==> src/rtl/adc_read_capture.sv <==
// ADC read-side capture: waits for INTR_N after DONE, strobes RD low, latches DB.
// Define ADC_READ_AVG_EN to enable 2^AVG_LOG2 block averaging on o_avg/o_avg_valid.
module adc_read_capture #(
    parameter int unsigned DATA_W       = 8,
    parameter int unsigned RD_SETTLE    = 4,
    parameter int unsigned INTR_TIMEOUT = 255,
    parameter int unsigned AVG_LOG2     = 2
) (
    input  logic              i_clk,
    input  logic              i_rst,
    input  logic              i_done,
    input  logic              i_intr_n,
    input  logic [DATA_W-1:0] i_db,
    output logic              o_rd,
    output logic [DATA_W-1:0] o_sample,
    output logic              o_sample_valid,
    output logic [DATA_W-1:0] o_avg,
    output logic              o_avg_valid,
    output logic              o_busy,
    output logic              o_timeout_err
);

    localparam int unsigned TO_W = (INTR_TIMEOUT > 1) ? $clog2(INTR_TIMEOUT) : 1;
    localparam int unsigned ST_W = (RD_SETTLE > 1) ? $clog2(RD_SETTLE) : 1;
    localparam logic [TO_W-1:0] TO_LAST = TO_W'(INTR_TIMEOUT - 1);
    localparam logic [ST_W-1:0] ST_LAST = ST_W'(RD_SETTLE - 1);

    if (RD_SETTLE < 1 || INTR_TIMEOUT < 1 || AVG_LOG2 >= 32) begin : g_bad_cfg
        $error("adc_read_capture: illegal parameter set");
    end

    typedef enum logic [1:0] {S_IDLE, S_WAIT_INTR, S_READ, S_RECOVER} state_t;

    state_t            r_state;
    state_t            w_state_next;
    logic [TO_W-1:0]   r_to_cnt;
    logic [TO_W-1:0]   w_to_cnt_next;
    logic [ST_W-1:0]   r_st_cnt;
    logic [ST_W-1:0]   w_st_cnt_next;
    logic              r_intr_meta;
    logic              r_intr_s;
    logic              r_rd;
    logic              w_rd_next;
    logic              w_capture;
    logic              w_timeout;
    logic [DATA_W-1:0] r_sample;
    logic              r_sample_valid;
    logic              r_timeout_err;

    // INTR_N is asynchronous to i_clk; only the second flop is ever looked at.
    always_ff @(posedge i_clk) begin
        if (i_rst) begin
            r_intr_meta <= 1'b1;
            r_intr_s    <= 1'b1;
        end else begin
            r_intr_meta <= i_intr_n;
            r_intr_s    <= r_intr_meta;
        end
    end

    always_comb begin
        w_state_next  = r_state;
        w_to_cnt_next = r_to_cnt;
        w_st_cnt_next = r_st_cnt;
        w_rd_next     = 1'b1;
        w_capture     = 1'b0;
        w_timeout     = 1'b0;
        unique case (r_state)
            S_IDLE: begin
                if (i_done) begin
                    w_state_next  = S_WAIT_INTR;
                    w_to_cnt_next = '0;
                end
            end
            S_WAIT_INTR: begin
                // INTR beats the timeout when both land on the same cycle
                if (!r_intr_s) begin
                    w_state_next  = S_READ;
                    w_rd_next     = 1'b0;
                    w_st_cnt_next = '0;
                end else if (r_to_cnt == TO_LAST) begin
                    w_state_next = S_IDLE;
                    w_timeout    = 1'b1;
                end else begin
                    w_to_cnt_next = r_to_cnt + TO_W'(1);
                end
            end
            S_READ: begin
                if (r_st_cnt == ST_LAST) begin
                    w_state_next = S_RECOVER;
                    w_capture    = 1'b1;
                end else begin
                    w_rd_next     = 1'b0;
                    w_st_cnt_next = r_st_cnt + ST_W'(1);
                end
            end
            S_RECOVER: w_state_next = S_IDLE;
            default:   w_state_next = S_IDLE;
        endcase
    end

    always_ff @(posedge i_clk) begin
        if (i_rst) begin
            r_state        <= S_IDLE;
            r_to_cnt       <= '0;
            r_st_cnt       <= '0;
            r_rd           <= 1'b1;
            r_sample       <= '0;
            r_sample_valid <= 1'b0;
            r_timeout_err  <= 1'b0;
        end else begin
            r_state        <= w_state_next;
            r_to_cnt       <= w_to_cnt_next;
            r_st_cnt       <= w_st_cnt_next;
            r_rd           <= w_rd_next;
            r_sample_valid <= w_capture;
            r_timeout_err  <= w_timeout;
            if (w_capture) begin
                r_sample <= i_db;
            end
        end
    end

    assign o_rd           = r_rd;
    assign o_sample       = r_sample;
    assign o_sample_valid = r_sample_valid;
    assign o_busy         = (r_state != S_IDLE);
    assign o_timeout_err  = r_timeout_err;

`ifdef ADC_READ_AVG_EN
    localparam int unsigned ACC_W = DATA_W + AVG_LOG2;
    localparam int unsigned CNT_W = (AVG_LOG2 > 0) ? AVG_LOG2 : 1;
    localparam logic [CNT_W-1:0] BLK_LAST = CNT_W'((64'd1 << AVG_LOG2) - 64'd1);

    logic [ACC_W-1:0]  r_acc;
    logic [ACC_W-1:0]  w_acc_sum;
    logic [CNT_W-1:0]  r_blk_cnt;
    logic [DATA_W-1:0] r_avg;
    logic              r_avg_valid;

    assign w_acc_sum = r_acc + ACC_W'(r_sample);

    // The last sample of a block is folded in directly so AVG follows one edge after it.
    always_ff @(posedge i_clk) begin
        if (i_rst) begin
            r_acc       <= '0;
            r_blk_cnt   <= '0;
            r_avg       <= '0;
            r_avg_valid <= 1'b0;
        end else begin
            r_avg_valid <= 1'b0;
            if (r_sample_valid) begin
                if (r_blk_cnt == BLK_LAST) begin
                    r_avg       <= DATA_W'(w_acc_sum >> AVG_LOG2);
                    r_avg_valid <= 1'b1;
                    r_acc       <= '0;
                    r_blk_cnt   <= '0;
                end else begin
                    r_acc     <= w_acc_sum;
                    r_blk_cnt <= r_blk_cnt + CNT_W'(1);
                end
            end
        end
    end

    assign o_avg       = r_avg;
    assign o_avg_valid = r_avg_valid;
`else
    assign o_avg       = '0;
    assign o_avg_valid = 1'b0;
`endif

endmodule

==> config.mk <==
export PLATFORM = sky130hd
export DESIGN_NAME = adc_read_capture
export DESIGN_NICKNAME = d
export VERILOG_FILES = /design/src/rtl/adc_read_capture.sv
export SDC_FILE = /design/constraint.sdc
export NUM_CORES = 1
export LEC_CHECK = 0
export ABC_AREA = 1
export BUFFER_PORTS_ARGS = -buffer_cell sky130_fd_sc_hd__clkbuf_2
export CAP_MARGIN = 10
export CORE_MARGIN = 2
export CORE_UTILIZATION = 40
export DETAILED_ROUTE_END_ITERATION = 10
export PLACE_DENSITY = 0.66
export SLEW_MARGIN = 25
export SYNTH_ARGS = -nofsm -noshare
export SYNTH_HDL_FRONTEND = slang
export SYNTH_SLANG_ARGS = --single-unit
==> constraint.sdc <==
create_clock -name i_clk -period 1.4 [get_ports i_clk]
set_input_delay 0.07 -clock i_clk [delete_from_list [all_inputs] [get_ports i_clk]]
set_output_delay 0.07 -clock i_clk [all_outputs]
set_load 0.02 [all_outputs]
==> results of run 1 <==
==> state kept, by name, indices dropped and copies added (netlist names), named ones only <==
name / count
o_rd: 1
o_sample: 8
o_sample_valid: 1
o_timeout_err: 1
r_intr_meta: 1
r_intr_s: 1
r_st_cnt: 2
r_state: 1
r_to_cnt: 8
==> area by class of cell <==
cell class	instances	area, sq um
timing repair buffer	43	287
multi-input combinational	127	692
tap	33	41.3
fill	294	1370
clock buffer	4	26.3
inverter	21	83.8
sequential	25	503
==> per-stage QoR <==
stage / power, uW / cell area (sq um) / util
floorplan: 1400 / 1270 / -
global route: 2330 / 1630 / 0.544
finish: 2160 / 1630 / 0.544
global placement: 1590 / 1430 / 0.475
CTS: 2060 / 1580 / 0.525
detailed placement: 1600 / 1430 / 0.475
==> worst reg2reg max path: cells and delay by family, from the launching register on <==
kind,cells,cell delay (ns)
AND/OR/NAND/NOR,4,0.43
AO/OA/AOI/OAI,1,0.10
adder cells (fa/ha/maj),1,0.16
buffers and inverters,3,0.26
flip-flops,1,0.36
==> cell families (layout without fill, tap and decap cells) <==
logic type | Yosys count | in the layout | share of synthesized area
xor gates and xnor gates | 1 | 1 | 0.00706
DFF | 25 | 25 | 0.403
adders and majority gates | 6 | 6 | 0.0605
and+or+nand+nor | 92 | 92 | 0.323
other | 1 | 9 | 0.00302
AOI/OAI and AO/OA | 19 | 19 | 0.0786
buffers and inverters | 32 | 68 | 0.125
==> placed cells by master (no fill, tap or decap) <==
master,netlist,layout
nor3_1,1,1
nand2_4,1,3
conb_1,1,9
nand3_2,1,1
nor2_2,1,2
nand3_4,0,1
nor2_1,40,38
nand3_1,7,6
o21ai_0,11,9
ha_2,0,1
ha_1,6,3
or2_2,2,2
buf_6,0,1
clkbuf_1,1,1
buf_4,9,12
clkbuf_2,0,23
nand4_1,3,3
nand3b_1,1,1
a211oi_1,1,1
xor2_1,1,1
clkbuf_4,0,3
a21oi_1,7,6
o21ai_1,0,2
nor2_4,1,2
dfxtp_1,25,23
inv_2,2,6
inv_4,0,2
nand2_1,32,27
inv_1,18,13
dlygate4sd3_1,0,7
nand2_2,2,5
ha_4,0,2
a21oi_2,0,1
dfxtp_2,0,2
==> timing repair <==
item                                    CTS  global route
pin swaps                                 2             7
setup buffers                             3             0
resized for setup                        10            20
hold endpoints to repair                  7             0
endpoints found under the setup margin   14            20
gates cloned                              0             0
hold buffers                              7             0
==> metal layers <==
| metal | GRT usage | vias up | share of wire |
|---|---|---|---|
| met5 | 0 | - | 0 |
| met4 | 0.0381 | 0 | 0.0052 |
| met3 | 0.0325 | 2 | 0.030 |
| met2 | 0.245 | 19 | 0.52 |
| met1 | 0.186 | 498 | 0.45 |
| li1 | - | 619 | - |
==> worst max path at each step <==
stage / start / to / cells after the start
finish: r_state[0]$_SDFFE_PP0P_ / r_to_cnt[1]$_SDFFE_PP0P_ / 9
global route: r_state[0]$_SDFFE_PP0P_ / r_to_cnt[1]$_SDFFE_PP0P_ / 10
global placement: r_state[0]$_SDFFE_PP0P_ / r_to_cnt[0]$_SDFFE_PP0P_ / 8
CTS: r_state[0]$_SDFFE_PP0P_ / r_to_cnt[3]$_SDFFE_PP0P_ / 11
detailed placement: r_state[0]$_SDFFE_PP0P_ / r_to_cnt[0]$_SDFFE_PP0P_ / 8
floorplan: r_state[0]$_SDFFE_PP0P_ / r_st_cnt[1]$_SDFFE_PP0P_ / 6
==> report_power, final <==
group          total (uW)  internal (uW)  switching [uW]
clock network         319            111             207
logic                1030            414             620
registers             806            771            35.6
total                2160           1300             863
==> metrics.md, run 1 <==
| Metric | Value |
|---|---|
| Worst reg2reg path endpoint | r_to_cnt[1]$_SDFFE_PP0P_ |
| # setup viols final | 0 |
| CP top delay family | simple AND/OR/NAND/NOR gates |
| Synth Warn # | 0 |
| Clock Latency Late Sink | 0.31 ns |
| Critical path launch point type | register |
| WL/cell | 9.97 microns |
| Gp weighted congestion | 0.803 |
| Largest cells by area after synthesis | dfxtp_1 40%, nor2_1 12%, nand2_1 9.7%, ha_1 6.0%, buf_4 5.4% |
| Clock tree sinks | 25 |
| Register bit total from synthesis | 25 |
| Top_reg_cell synth | dfxtp_1 |
| Detailed Place HPWL | 1760 microns |
| CP max-delay cell | dfxtp_2 |
| Netlist cell types | 25 |
| Starting Density | 0.413 |
| Slew Limit Fails | 0 |
| Max-cap violation count | 0 |
| Dpl ws | -0.0728 ns |
| Final WL | 2520 microns |
| Commonest cells post-synth | 40 x nor2_1, 32 x nand2_1, 25 x dfxtp_1, 18 x inv_1, 11 x o21ai_0 |
| WHS Path Cells | 3 |
| Cell Pwr Density | 1320 nW/um^2 |
| Yosys top cell by area | dfxtp_1 |
| Fin cells | about 250 |
| Cells after Synth | ~180 |
| Critical Path Max Stage Delay | 0.36 ns |
| CP Buf/Inv Count | 3 |
| Layout net count | between 200 and 250 |
| CP endpoint kind | register |
| Initial antenna violation count | 0 |
| IO buf count | 23 |
| Core Footprint | between 3000 and 4000 sq um |
| P_leak | about 0.00076 uW |
| DRC | 0 |
| Die height | 59.7 microns |
| Worst path required time | 1.65 ns |
| Via density | 4.50 |
| # placed instances | 239 |
| Root buffer cell | clkbuf_4 |
| Ys async rst share | 0 |
| Vias in the first global route | ~1000 |
| Post-synthesis sequential area ratio | 0.403 |
| F_max | 737 MHz |
| Initial DRC Count | 19 |
| Min-delay src | i_db[6] |
| Number of iterations in the first detailed-routing pass | 4 |
| Final hold slack | 0.00756 ns |
| R2R Path Start | r_state[0]$_SDFFE_PP0P_ |
| Number of synthesized flops with an enable pin | 0 |
| Die footprint | 3560 sq um |
| Ant. Diodes | 0 |
| WS Path Type | register to register |
| Layout cells sized above 1 | 0.314 |
| CTS tree | yes |
| Total gr overflow | 0 |
| Clock transition at path regs | ~0.14 ns |
| RSZ-0062 raised after global routing | yes |
| Io pins | 33 |
| Reg2reg path depth | 9 |
| WP data arrival | 1.61 ns |
| Final period util | 0.970 |
| Mapped Area | 1240 sq um |
| Final min period | 1.36 ns |
| Final WS setup | 0.0426 ns |
| Synth-to-layout area growth | 31.6% |
| Min-Delay Path Class | input port to register |
| Die X | 59.7 microns |
| Rows | 20 |
| Status | finished, final reports clean |
| Crit path cell chain | buf_6, ha_4, inv_4, nor2_2, nor2_4, nand2_4, inv_2, nand2_2, a21oi_2 |
| Max IR drop VDD | 0.611 mV |
| Count leader, synth | nor2_1 |
| H-tree levels | 1 |
| Global-route wire length before repair | 3990 microns |
| Vias | 1138 |
| Max clock buf depth | 2 |
| Top cell type's share of synthesized area | 0.403 |
| Gr usage total | 0.145 |
| R2R setup slack | ~0.043 ns |
| Mean Syn Cell Area | between 7 and 8 sq um |
| Fin Setup TNS | 0 ns |
| Remaining antenna violation count after routing | 0 |
| Crit path max fanout | 8 |
| CTS buffer count | 3 |
| WHS Endpoint | o_sample[6]$_SDFFE_PP0P_ |
| Layout Skew | 0.00786 ns |
| Largest net degree at the start of global routing | 14 |
| Final hold vios | 0 |
Power figures use the tool's default switching activity.
==> inputs of run 2 (changes only) <==
--- a/config.mk
+++ b/config.mk
@@ -12,6 +12,7 @@
 export CORE_UTILIZATION = 40
 export DETAILED_ROUTE_END_ITERATION = 10
 export PLACE_DENSITY = 0.66
+export RECOVER_POWER = 100
 export SLEW_MARGIN = 25
 export SYNTH_ARGS = -nofsm -noshare
 export SYNTH_HDL_FRONTEND = slang
==> run 2 against run 1 <==
Effect of this change:
- non-clock buffer count did not move
- maximum frequency barely moved
- clock power barely moved
- clock skew fell by 0.00096 ns
- sequential cell count did not move
- die area did not move
- cell area fell by 1.1%
- cell count did not move
- setup slack improved by 0.00064 ns
- register-to-register slack barely moved
- clock-buffer cell count did not move
- critical path type unchanged
- largest cell class unchanged
- largest power group unchanged
==> metrics.md, run 2 (synthesis results as in run 1) <==
| Metric | Value |
|---|---|
| Initial DRC Count | 25 (+6) |
| Final hold vios | 0 (unchanged) |
| WL/cell | 9.94 microns (-0.28%) |
| WS Path Type | register to register |
| Final Core Density | 0.538 (-0.00625) |
| Crit-path most repeated cell | nand2_1 |
| DRC | 0 (unchanged) |
| R2R Path Start | r_state[0]$_SDFFE_PP0P_ |
| Critical path launch point type | register |
| Ant. Diodes | 0 (unchanged) |
| P_leak | 0.000727 uW (-4.8%) |
| Die height | 59.7 microns (unchanged) |
| Vias | 1134 (-0.35%) |
| CTS buffer count | 3 (unchanged) |
| Die X | 59.7 microns (unchanged) |
| Final WS setup | 0.0432 ns (+0.000638 ns) |
| Max-cap violation count | 0 (unchanged) |
| IO buf count | 23 (unchanged) |
| Commonest non-fill, non-tap cell in the layout | nor2_1 |
| R2R setup slack | 0.04 ns (about the same) |
| Detailed Place HPWL | 1760 microns (unchanged) |
| Largest net degree at the start of global routing | 14 (unchanged) |
| CP Buf/Inv Count | 3 (unchanged) |
| Root buffer cell | clkbuf_4 |
| # setup viols final | 0 (unchanged) |
| Clock transition at path regs | 0.13 ns (about the same) |
| CP top delay family | simple AND/OR/NAND/NOR gates |
| Cell Pwr Density | 1330 nW/um^2 (+0.92%) |
| RSZ-0062 raised after global routing | yes |
| Core Footprint | 3000 sq um (unchanged) |
| Crit path max fanout | 3 (-5) |
| Max clock buf depth | 2 (unchanged) |
| Io pins | 33 (unchanged) |
| Gp weighted congestion | 0.803 (unchanged) |
| Status | finished, final reports clean |
| # placed instances | 239 (unchanged) |
| CP Launch Point | r_state[0]$_SDFFE_PP0P_ |
| Final min period | 1.36 ns (-0.000638 ns) |
| Most frequent cells in the layout | 38 x nor2_1, 27 x nand2_1, 23 x dfxtp_1 |
| Initial antenna violation count | 0 (unchanged) |
| Critical Path Max Stage Delay | 0.37 ns (about the same) |
| CP endpoint kind | register |
| Dpl ws | -0.0728 ns (unchanged) |
| Layout Skew | 0.00691 ns (-0.000957 ns) |
| Final period util | 0.969 (about the same) |
| Worst path required time | 1.66 ns (about the same) |
| CP max-delay cell | dfxtp_2 |
| Layout net count | 239 (unchanged) |
| Reg2reg path depth | 10 (+1) |
| Final WL | 2520 microns (-0.28%) |
| Global-route wire length before repair | 3990 microns (unchanged) |
| F_max | 737 MHz (about the same) |
| Rows | 20 (unchanged) |
| Crit path cell chain | inv_2, buf_4, ha_1, nand2_2, nand2_1, inv_1, nand3_1, nand2_1, nand2_1, nor2_1 |
| Starting Density | 0.413 (unchanged) |
| Min-Delay Path Class | input port to register |
| Gr usage total | 0.145 (unchanged) |
| Vias in the first global route | 998 (unchanged) |
| Die footprint | 3560 sq um (unchanged) |
| Clock Latency Late Sink | 0.31 ns (about the same) |
| Max IR drop VDD | 0.612 mV (+0.19%) |
| Remaining antenna violation count after routing | 0 (unchanged) |
| Total gr overflow | 0 (unchanged) |
| Number of iterations in the first detailed-routing pass | 4 (unchanged) |
| CTS tree | yes |
| Layout cells sized above 1 | 0.259 (-0.0545) |
| Stages on worst setup path | 10 (+1) |
| Via density | 4.48 (-0.35%) |
| H-tree levels | 1 (unchanged) |
| Fin cells | 253 (unchanged) |
| Slew Limit Fails | 0 (unchanged) |
| Synth-to-layout area growth | 30.0% |
| Clock tree sinks | 25 (unchanged) |
| WP data arrival | 1.61 ns (about the same) |
==> run 2: cell type report <==
cell class | instances | area [sq um]
sequential | 25 | 503
tap | 33 | 41.3
clock buffer | 4 | 26.3
timing repair buffer | 43 | 270
inverter | 21 | 83.8
fill | 302 | 1390
multi-input combinational | 127 | 689
==> run 2: worst reg2reg max path, cell delays in order, from the launching register on <==
cell and delay (ns):
dfxtp_2 0.37, inv_2 0.06, buf_4 0.12, ha_1 0.22
nand2_2 0.09, nand2_1 0.07, inv_1 0.06, nand3_1 0.09
nand2_1 0.08, nand2_1 0.06, nor2_1 0.08
==> run 2: worst min-delay path by stage <==
stage | from | to | cells after the start
CTS | i_db[0] | o_sample[0]$_SDFFE_PP0P_ | 3
finish | i_db[6] | o_sample[6]$_SDFFE_PP0P_ | 3
detailed placement | i_intr_n | r_intr_meta$_SDFF_PP1_ | 2
global route | i_db[6] | o_sample[6]$_SDFFE_PP0P_ | 3
floorplan | i_intr_n | r_intr_meta$_SDFF_PP1_ | 1
global placement | i_intr_n | r_intr_meta$_SDFF_PP1_ | 2
==> run 2: where the power goes <==
part           internal (uW)  switching (uW)
clock                    111             206
sequential               771            35.4
combinational            409             621
==> run 2: metrics by stage <==
step / hold slack [ns] / TNS [ns] / total power [uW] / instance area (sq um)
after floorplan: 0.174 / 0 / 1400 / 1270
after global placement: 0.266 / -0.0286 / 1590 / 1430
after detailed placement: 0.263 / -0.262 / 1600 / 1430
after CTS: 0.00251 / 0 / 2060 / 1580
after global routing: 0.00854 / -0.494 / 2330 / 1610
final: 0.00756 / 0 / 2150 / 1610
==> run 2: routing by layer <==
metal  up-vias  wire length (microns)  track usage
met3         2                     67       0.0325
li1        617                      -            -
met4         0                     13       0.0381
met5         -                      0            0
met1       494                   1130        0.186
met2        21                   1300        0.245
==> run 2: what timing repair did <==
action,4_1_cts,5_1_grt
hold buffers,7,0
setup endpoints to repair,14,20
gates cloned,0,0
pin swaps,2,7
buffers inserted,3,0
endpoints found under the hold margin,7,0
resized for setup,10,20
==> inputs of run 3 (changes only) <==
--- a/config.mk
+++ b/config.mk
@@ -6,12 +6,12 @@
 export NUM_CORES = 1
 export LEC_CHECK = 0
 export ABC_AREA = 1
-export BUFFER_PORTS_ARGS = -buffer_cell sky130_fd_sc_hd__clkbuf_2
 export CAP_MARGIN = 10
 export CORE_MARGIN = 2
-export CORE_UTILIZATION = 40
+export CORE_UTILIZATION = 55
 export DETAILED_ROUTE_END_ITERATION = 10
-export PLACE_DENSITY = 0.66
+export DONT_BUFFER_PORTS = 1
+export PLACE_DENSITY = 0.73
 export RECOVER_POWER = 100
 export SLEW_MARGIN = 25
 export SYNTH_ARGS = -nofsm -noshare
==> run 3 against run 2 <==
Effect of this change:
- the run now ends with hold timing left
- sequential cell count is the same
- die area decreased by 26%
- power increased by 5.6%
- first-iteration DRC count up 16%
- critical path type unchanged
==> metrics.md, run 3 (synthesis results as in run 1) <==
| Metric | Value |
|---|---|
| Status | finished with violations |
| Failing checks | hold timing |
| Most frequent cells in the layout | 34 x nor2_1, 25 x nand2_1, 22 x dfxtp_1 |
| Post-CTS Hold Buffers | 12 (+5) |
| Final period util | 0.991 (+0.0218) |
| CP Buf/Inv Count | 3 (unchanged) |
| Layout cells sized above 1 | 0.257 (-0.00167) |
| Largest net degree at the start of global routing | 15 (+1) |
| Final WS setup | 0.0127 ns (-0.0306 ns) |
| Initial DRC Count | 29 (+16%) |
| # setup viols final | 0 (unchanged) |
| Clock transition at path regs | 0.14 ns (about the same) |
| Dpl ws | -0.0917 ns (-0.0189 ns) |
| Detailed Place HPWL | 1820 microns (+3.0%) |
| Multi-input logic area | 712 sq um (+3.3%) |
| Die footprint | 2650 sq um (-26%) |
| RSZ-0062 raised after global routing | yes |
| # placed instances | 210 (-12%) |
| Critical Path Max Stage Delay | 0.39 ns (+0.02 ns) |
| Layout net count | 221 (-7.5%) |
| Root buffer cell | clkbuf_4 |
| Rows | 17 (-15%) |
| Final hold slack | -0.224 ns (-0.232 ns) |
| Final WL | 2830 microns (+13%) |
| F_max | 721 MHz (-2.2%) |
| WL/cell | 12.3 microns (+24%) |
| Clock tree sinks | 25 (unchanged) |
| Vias in the first global route | 1029 (+3.1%) |
| Gp weighted congestion | 0.829 (+3.3%) |
| WP data arrival | 1.66 ns (+0.05 ns) |
| H-tree levels | 1 (unchanged) |
| Final hold vios | 7 (+7) |
| Starting Density | 0.572 (+0.159) |
| Total gr overflow | 0 (unchanged) |
| Crit path cell chain | inv_4, ha_4, inv_2, nand2_2, nand2_2, nor2_4, nand2_4, inv_2, nand2_1, a21oi_1 |
| Number of iterations in the first detailed-routing pass | 4 (unchanged) |
| CTS buffer count | 3 (unchanged) |
| Max IR drop VDD | 1.23 mV (+100%) |
| Via density | 5.13 (+14%) |
| Die X | 51.5 microns (-14%) |
| Layout Skew | 0.00374 ns (-0.00316 ns) |
| Remaining antenna violation count after routing | 0 (unchanged) |
| Fin cells | 230 (-9.1%) |
| Die height | 51.5 microns (-14%) |
| Final min period | 1.39 ns (+0.0306 ns) |
| CP max-delay cell | dfxtp_4 |
| Max clock buf depth | 2 (unchanged) |
| Slew Limit Fails | 0 (unchanged) |
| Synth-to-layout area growth | 27.5% |
| Global-route wire length before repair | 4130 microns (+3.6%) |
| Core Footprint | 2170 sq um (-28%) |
| Commonest non-fill, non-tap cell in the layout | nor2_1 |
| CP endpoint kind | register |
| DRC | 0 (unchanged) |
| Gr usage total | 0.205 (+0.0602) |
| CP top delay family | simple AND/OR/NAND/NOR gates |
| # fillers | 175 (-42%) |
| Initial antenna violation count | 0 (unchanged) |
| Cell Pwr Density | 1440 nW/um^2 (+7.7%) |
| Io pins | 33 (unchanged) |
| Crit path max fanout | 8 (+5) |
| CTS tree | yes |
| Vias | 1179 (+4.0%) |
| Ant. Diodes | 0 (unchanged) |
| IO buf count | 0 (-100%) |
| WS Path Type | register to register |
| Register Area | 507 sq um (+0.75%) |
| Clock Latency Late Sink | 0.33 ns (+0.02 ns) |
| Max-cap violation count | 0 (unchanged) |
| Critical path launch point type | register |
| P_leak | 0.000680 uW (-6.5%) |
| Min-Delay Path Class | input port to register |
| Worst path required time | 1.67 ns (about the same) |
## run 3: worst register-to-register path: stages, from the launching register on
cell	delay [ns]
dfxtp_4	0.39
inv_4	0.07
ha_4	0.16
inv_2	0.05
nand2_2	0.05
nand2_2	0.07
nor2_4	0.22
nand2_4	0.11
inv_2	0.07
nand2_1	0.04
a21oi_1	0.11
## run 3: metrics by stage
stage	total power [uW]	instance area (sq um)	hold WS, ns	setup TNS [ns]	util
finish	2270	1580	-0.224	0	0.730
global placement	1550	1300	0.142	-0.00312	0.598
floorplan	1400	1270	0.174	0	-
detailed placement	1590	1300	0.144	-0.442	0.598
CTS	2030	1490	-0.220	0	0.685
global route	2390	1580	-0.244	-0.309	0.730
## run 3: report_power, final
group / switching [uW] / total (uW) / leakage, uW / internal, uW
registers: 64.0 / 840 / 0.000204 / 776
logic: 640 / 1100 / 0.000458 / 457
clock network: 230 / 337 / 0.0000177 / 107
## run 3: worst paths after layout
| path | start | to | slack (ns) | depth (start not counted) |
|---|---|---|---|---|
| max | r_state[0]$_SDFFE_PP0P_ | r_to_cnt[1]$_SDFFE_PP0P_ | 0.01 | 10 |
| min | i_rst | r_to_cnt[1]$_SDFFE_PP0P_ | -0.22 | 1 |
| max reg2reg | r_state[0]$_SDFFE_PP0P_ | r_to_cnt[1]$_SDFFE_PP0P_ | 0.01 | 10 |
| min reg2reg | r_to_cnt[3]$_SDFFE_PP0P_ | r_to_cnt[3]$_SDFFE_PP0P_ | 0.46 | 2 |
## run 3: cell type report
class	instances	share of cell area
multi-input combinational	127	0.450
sequential	25	0.320
timing repair buffer	25	0.138
inverter	21	0.0530
tap	28	0.0221
clock buffer	3	0.0142
clock inverter	1	0.00316
## run 3: repair_timing
action                                  4_1_cts  5_1_grt
buffers inserted                              2        2
endpoints found under the hold margin        18        7
resized for setup                            10       25
endpoints found under the setup margin       18       20
gates cloned                                  0        0
pin swaps                                     4       12
## run 3: per-layer routing
metal | track usage | up-vias | wire (microns) | share of wire
li1 | - | 585 | - | -
met2 | 0.359 | 38 | 1440 | 0.51
met3 | 0.0575 | 7 | 167 | 0.059
met4 | 0.0702 | 0 | 43 | 0.015
met1 | 0.240 | 549 | 1180 | 0.42
met5 | 0 | - | 0 | 0
